`src/rtl/uart_rx_ctrl.sv`:
```
// uart_rx_ctrl: oversampling UART receiver framing start/data/parity/stop with parity and framing error flags
module uart_rx_ctrl #(
  parameter int SIZE       = 8,
  parameter int OVERSAMPLE = 16,
  parameter int PARITY     = 0,
  parameter int STOP_BITS  = 1
) (
  input  logic            CLK,
  input  logic            RST,
  input  logic            RXC,
  input  logic            RXD,
  output logic            RXEN,
  output logic            RXRDY,
  output logic [SIZE-1:0] DATA,
  output logic            PERR,
  output logic            FERR
);
  localparam int TW = $clog2(OVERSAMPLE);
  localparam int BW = $clog2(SIZE);
  typedef enum logic [2:0] {S_IDLE, S_START, S_DATA, S_PAR, S_STOP, S_BRK} state_t;
  state_t          state_q, state_d;
  logic [1:0]      sync_q;
  logic            rxd_s;
  logic [TW-1:0]   tick_q, tick_d;
  logic [BW-1:0]   bit_q, bit_d;
  logic [SIZE-1:0] shift_q, shift_d, data_q, data_d;
  logic            perr_int_q, perr_int_d, ferr_int_q, ferr_int_d;
  logic            rxen_q, rxen_d, rxrdy_q, rxrdy_d, perr_q, perr_d, ferr_q, ferr_d;
  logic            last, half, stop_bad;
  assign rxd_s    = sync_q[1];
  assign last     = tick_q == TW'(OVERSAMPLE - 1);
  assign half     = tick_q == TW'(OVERSAMPLE / 2 - 1);
  assign stop_bad = ferr_int_q | ~rxd_s;
  // next-state: every decision waits for an RXC tick, so gaps in RXC freeze the receiver
  always_comb begin
    state_d    = state_q;
    tick_d     = tick_q;
    bit_d      = bit_q;
    shift_d    = shift_q;
    perr_int_d = perr_int_q;
    ferr_int_d = ferr_int_q;
    rxrdy_d    = 1'b0;
    data_d     = data_q;
    perr_d     = perr_q;
    ferr_d     = ferr_q;
    if (RXC) begin
      tick_d = last ? '0 : tick_q + 1'b1;
      case (state_q)
        S_IDLE: begin
          tick_d     = '0;
          bit_d      = '0;
          perr_int_d = 1'b0;
          ferr_int_d = 1'b0;
          state_d    = rxd_s ? S_IDLE : S_START;
        end
        S_START: if (half) begin
          tick_d  = '0;
          state_d = rxd_s ? S_IDLE : S_DATA;
        end
        S_DATA: if (last) begin
          shift_d = {rxd_s, shift_q[SIZE-1:1]};
          bit_d   = (bit_q == BW'(SIZE - 1)) ? '0 : bit_q + 1'b1;
          state_d = (bit_q != BW'(SIZE - 1)) ? S_DATA : (PARITY != 0) ? S_PAR : S_STOP;
        end
        S_PAR: if (last) begin
          perr_int_d = ^shift_q ^ rxd_s ^ (PARITY == 1);
          state_d    = S_STOP;
        end
        S_STOP: if (last) begin
          ferr_int_d = stop_bad;
          bit_d      = bit_q + 1'b1;
          if (bit_q == BW'(STOP_BITS - 1)) begin
            rxrdy_d = 1'b1;
            data_d  = shift_q;
            perr_d  = (PARITY != 0) && perr_int_q;
            ferr_d  = stop_bad;
            bit_d   = '0;
            state_d = stop_bad ? S_BRK : S_IDLE;
          end
        end
        S_BRK: state_d = rxd_s ? S_IDLE : S_BRK;
        default: state_d = S_IDLE;
      endcase
    end
    rxen_d = state_d inside {S_START, S_DATA, S_PAR, S_STOP};
  end
  // state, synchroniser and registered outputs; reset aborts any frame in flight
  always_ff @(posedge CLK) begin
    if (RST) begin
      sync_q     <= 2'b11;
      state_q    <= S_IDLE;
      tick_q     <= '0;
      bit_q      <= '0;
      shift_q    <= '0;
      perr_int_q <= 1'b0;
      ferr_int_q <= 1'b0;
      rxen_q     <= 1'b0;
      rxrdy_q    <= 1'b0;
      data_q     <= '0;
      perr_q     <= 1'b0;
      ferr_q     <= 1'b0;
    end else begin
      sync_q     <= {sync_q[0], RXD};
      state_q    <= state_d;
      tick_q     <= tick_d;
      bit_q      <= bit_d;
      shift_q    <= shift_d;
      perr_int_q <= perr_int_d;
      ferr_int_q <= ferr_int_d;
      rxen_q     <= rxen_d;
      rxrdy_q    <= rxrdy_d;
      data_q     <= data_d;
      perr_q     <= perr_d;
      ferr_q     <= ferr_d;
    end
  end
  assign RXEN  = rxen_q;
  assign RXRDY = rxrdy_q;
  assign DATA  = data_q;
  assign PERR  = perr_q;
  assign FERR  = ferr_q;
endmodule

```
`config.mk`:
```
export PLATFORM = sky130hd
export DESIGN_NAME = uart_rx_ctrl
export DESIGN_NICKNAME = d
export VERILOG_FILES = /design/src/rtl/uart_rx_ctrl.sv
export SDC_FILE = /design/constraint.sdc
export NUM_CORES = 1
export LEC_CHECK = 0
export ABC_CLOCK_PERIOD_IN_PS = 2000
export CAP_MARGIN = 20
export CORE_ASPECT_RATIO = 1.4
export CORE_MARGIN = 4
export CORE_UTILIZATION = 30
export DETAILED_ROUTE_END_ITERATION = 7
export PLACE_DENSITY = 0.54
export SLEW_MARGIN = 10
export SYNTH_ARGS = -nofsm -noshare
export SYNTH_HDL_FRONTEND = slang
export SYNTH_SLANG_ARGS = --single-unit
```
`constraint.sdc`:
```
create_clock -name CLK -period 2 [get_ports CLK]
set_input_delay 0.3 -clock CLK [delete_from_list [all_inputs] [get_ports CLK]]
set_output_delay 0.3 -clock CLK [all_outputs]
set_load 0.02 [all_outputs]
```
==> impl_metrics.yaml <==
run_status:
  status: "completed"
drt:
  antenna_left: 0
  postRouteWirelength_um: 3110
  vias: 1215
  via_per_inst: 4.96
  drt_iter0_markers: 25
  wire_per_inst_um: 12.7
  drc: 0
  drt_pass1_iterations: 4
timing:
  fin_skew_ps: 8.36
  layout_min_cycle_time_ps: 1810
  fin_setup_tns_ps: 0
  rsz0062_at_grt: "false"
  fmax_mhz: 554
  fin_ws_ps: 194
  period_share: 0.903
  hold_viol: 0
  drv_slew: 0
  setup_viol: 0
yosys:
  synthFlopType: "dfxtp_1"
  synth_area_mm2: 0.00150
  syn_avg_cell_area_um2: 9.21
  yosysWarnings: 0
  ys_types: 45
  synthCells: 163
  async_flop_share: 0
  synth-edff-count: 0
  ys_seq_elements: 32
  synth-seq-area-share: 0.427
  syn_nets: 171
setup_path:
  worstPathRequired_ps: 2180
  path_cells: "ha_2 -> and3_1 -> o21ai_1 -> a221oi_2 -> a311oi_1 -> a41o_1"
  crit_slowest_cell: "dfxtp_1"
  crit_fanout: 6
  r2r_start: "tick_q[0]"
  cp_data_arrival_time_ps: 1990
  worstSetupEndpointType: "flip-flop"
  reg2reg_depth: 6
  crit_buf_inv: 0
  r2r_slack_ps: 190
  reg2reg_to: "RXEN"
  start_kind: "flip-flop"
  crit_end: "RXEN"
  max_stage_delay_ps: 380
  cp_top_family: "compound AO/OA/AOI/OAI gates"
  critPathLaunch: "tick_q[0]"
  crit_cells: 6
  path_class: "flip-flop to flip-flop"
place:
  post-place-ws_ps: 148
  dp_hpwl_um: 2190
  dpl_cell_area_mm2: 0.00172
  gp_congestion: 0.824
  io_buffers: 14
power:
  p_total_uw: 1260
  p_sw_frac: 0.221
  seqPwrFrac: 0.513
  internal_power_uw: 982
  p_leak_uw: 0.000802
  netSwitchingPower_uw: 278
  irDropWorstVdd_mv: 0.349
  power_frac_comb: 0.059
  powerDensity_mw_per_mm2: 694
  clockPowerShare: 0.428
clock_network:
  clock-sinks: 32
  cts_buffers: 5
  cts_tree: "done"
  path_clk_slew_ps: 70
  cts_root_buffer: "clkbuf_8"
  cts_buffer_depth: 2
  cts_hold_buf: 0
  cts_max_level: 2
  insertion_delay_ps: 280
job:
  drv_cap: 0
floorplan:
  coreArea_mm2: 0.00484
  initial_core_util: 0.310
  io_pins: 16
  die-height_um: 91.7
  die_w_um: 67.8
  die_area_mm2: 0.00622
  row_count: 30
grt:
  grt_pass1_vias: 1178
  grt_pass1_wl_um: 5380
  grt_antenna_before_repair: 0
  grt_use_total: 0.115
  grt_max_degree: 19
  grt_overflow_total: 0
final_layout:
  drive_gt1_frac: 0.127
  mostFrequentLayoutCell: "dfxtp_1"
  final_cell_mix: "dfxtp_1, nor2_1, mux2i_1"
  fin_util: 0.375
  areaGrowthSynthToFinish_pct: 20.9
  diodes: 0
  nets: 189
  fin_area_mm2: 0.00182
  num-fill-cells: 508
worst_hold_path:
  hp-class: "flip-flop to flip-flop"
==> registers in the layout, summed over array words and instances (netlist names) <==
signal / count
state_q: 3
bit_q: 3
RXRDY: 1
ferr_int_q: 1
tick_q: 4
FERR: 1
RXEN: 1
DATA: 8
sync_q: 2
shift_q: 8
==> Yosys cell counts, drive strengths merged (2+ instances only) <==
| master | n | area share |
|---|---|---|
| buf | 7 | 0.031 |
| nand3 | 11 | 0.043 |
| clkbuf | 3 | 0.0075 |
| dfxtp | 32 | 0.43 |
| nor3b | 4 | 0.023 |
| nand2 | 4 | 0.010 |
| nor2 | 26 | 0.065 |
| a31oi | 2 | 0.0083 |
| nor3 | 4 | 0.013 |
| and3 | 2 | 0.0083 |
| o21ai | 5 | 0.017 |
| ha | 4 | 0.033 |
| a41o | 2 | 0.013 |
| or2 | 2 | 0.0083 |
| a21oi | 7 | 0.023 |
| mux2i | 19 | 0.13 |
| or3 | 2 | 0.0083 |
| inv | 5 | 0.013 |
==> repair_timing <==
action                                  in CTS  in global routing
setup buffers                                0                  0
endpoints found under the setup margin       0                  1
gates resized for setup                      0                  1
==> kinds of logic after synthesis <==
logic type                 after synthesis  share of synthesized area
xor gates and xnor gates                 1                    0.00583
AOI/OAI and AO/OA                       25                      0.116
buffers and inverters                   15                     0.0508
and+or+nand+nor                         66                      0.238
muxes                                   19                      0.127
DFF                                     32                      0.427
adders and majority gates                4                     0.0333
other                                    1                    0.00250
==> how the worst min path moves through the flow <==
stage	endpoint	cells after the start	from	slack (ps)
2_1_floorplan	state_q[2]	1	RST	380
5_1_grt	sync_q[1]	1	sync_q[0]	440
3_5_place_dp	sync_q[1]	1	sync_q[0]	400
6_report	sync_q[1]	1	sync_q[0]	410
3_3_place_gp	sync_q[1]	1	sync_q[0]	390
4_1_cts	sync_q[1]	1	sync_q[0]	410
==> power by group through the flow <==
stage               sequential, uW  combinational, uW  clock (uW)
floorplan                      662               50.2           0
global placement               661               73.0           0
detailed placement             661               74.0           0
CTS                            647               74.5         561
global route                   647               81.3         599
finish                         647               74.2         539
==> metrics by stage <==
stage               instances  hold slack [ps]
CTS                       245              414
floorplan                 163              381
global route              245              440
finish                    245              410
global placement          238              392
detailed placement        238              398
==> metal layers <==
metal	vias up	track usage	share of wire
met3	6	0.0392	0.041
met4	0	0.0647	0.027
met5	-	0	0
met1	575	0.128	0.44
met2	24	0.184	0.49
li1	610	-	-
==> area by class of cell <==
cell class	count	area [um2]	area share
tap	64	80.1	0.0441
multi-input combinational	116	787	0.433
inverter	5	18.8	0.0103
timing repair buffer	21	193	0.106
sequential	32	641	0.353
clock buffer	7	96.3	0.0531
No activity file was read; power rests on OpenSTA's default activity.
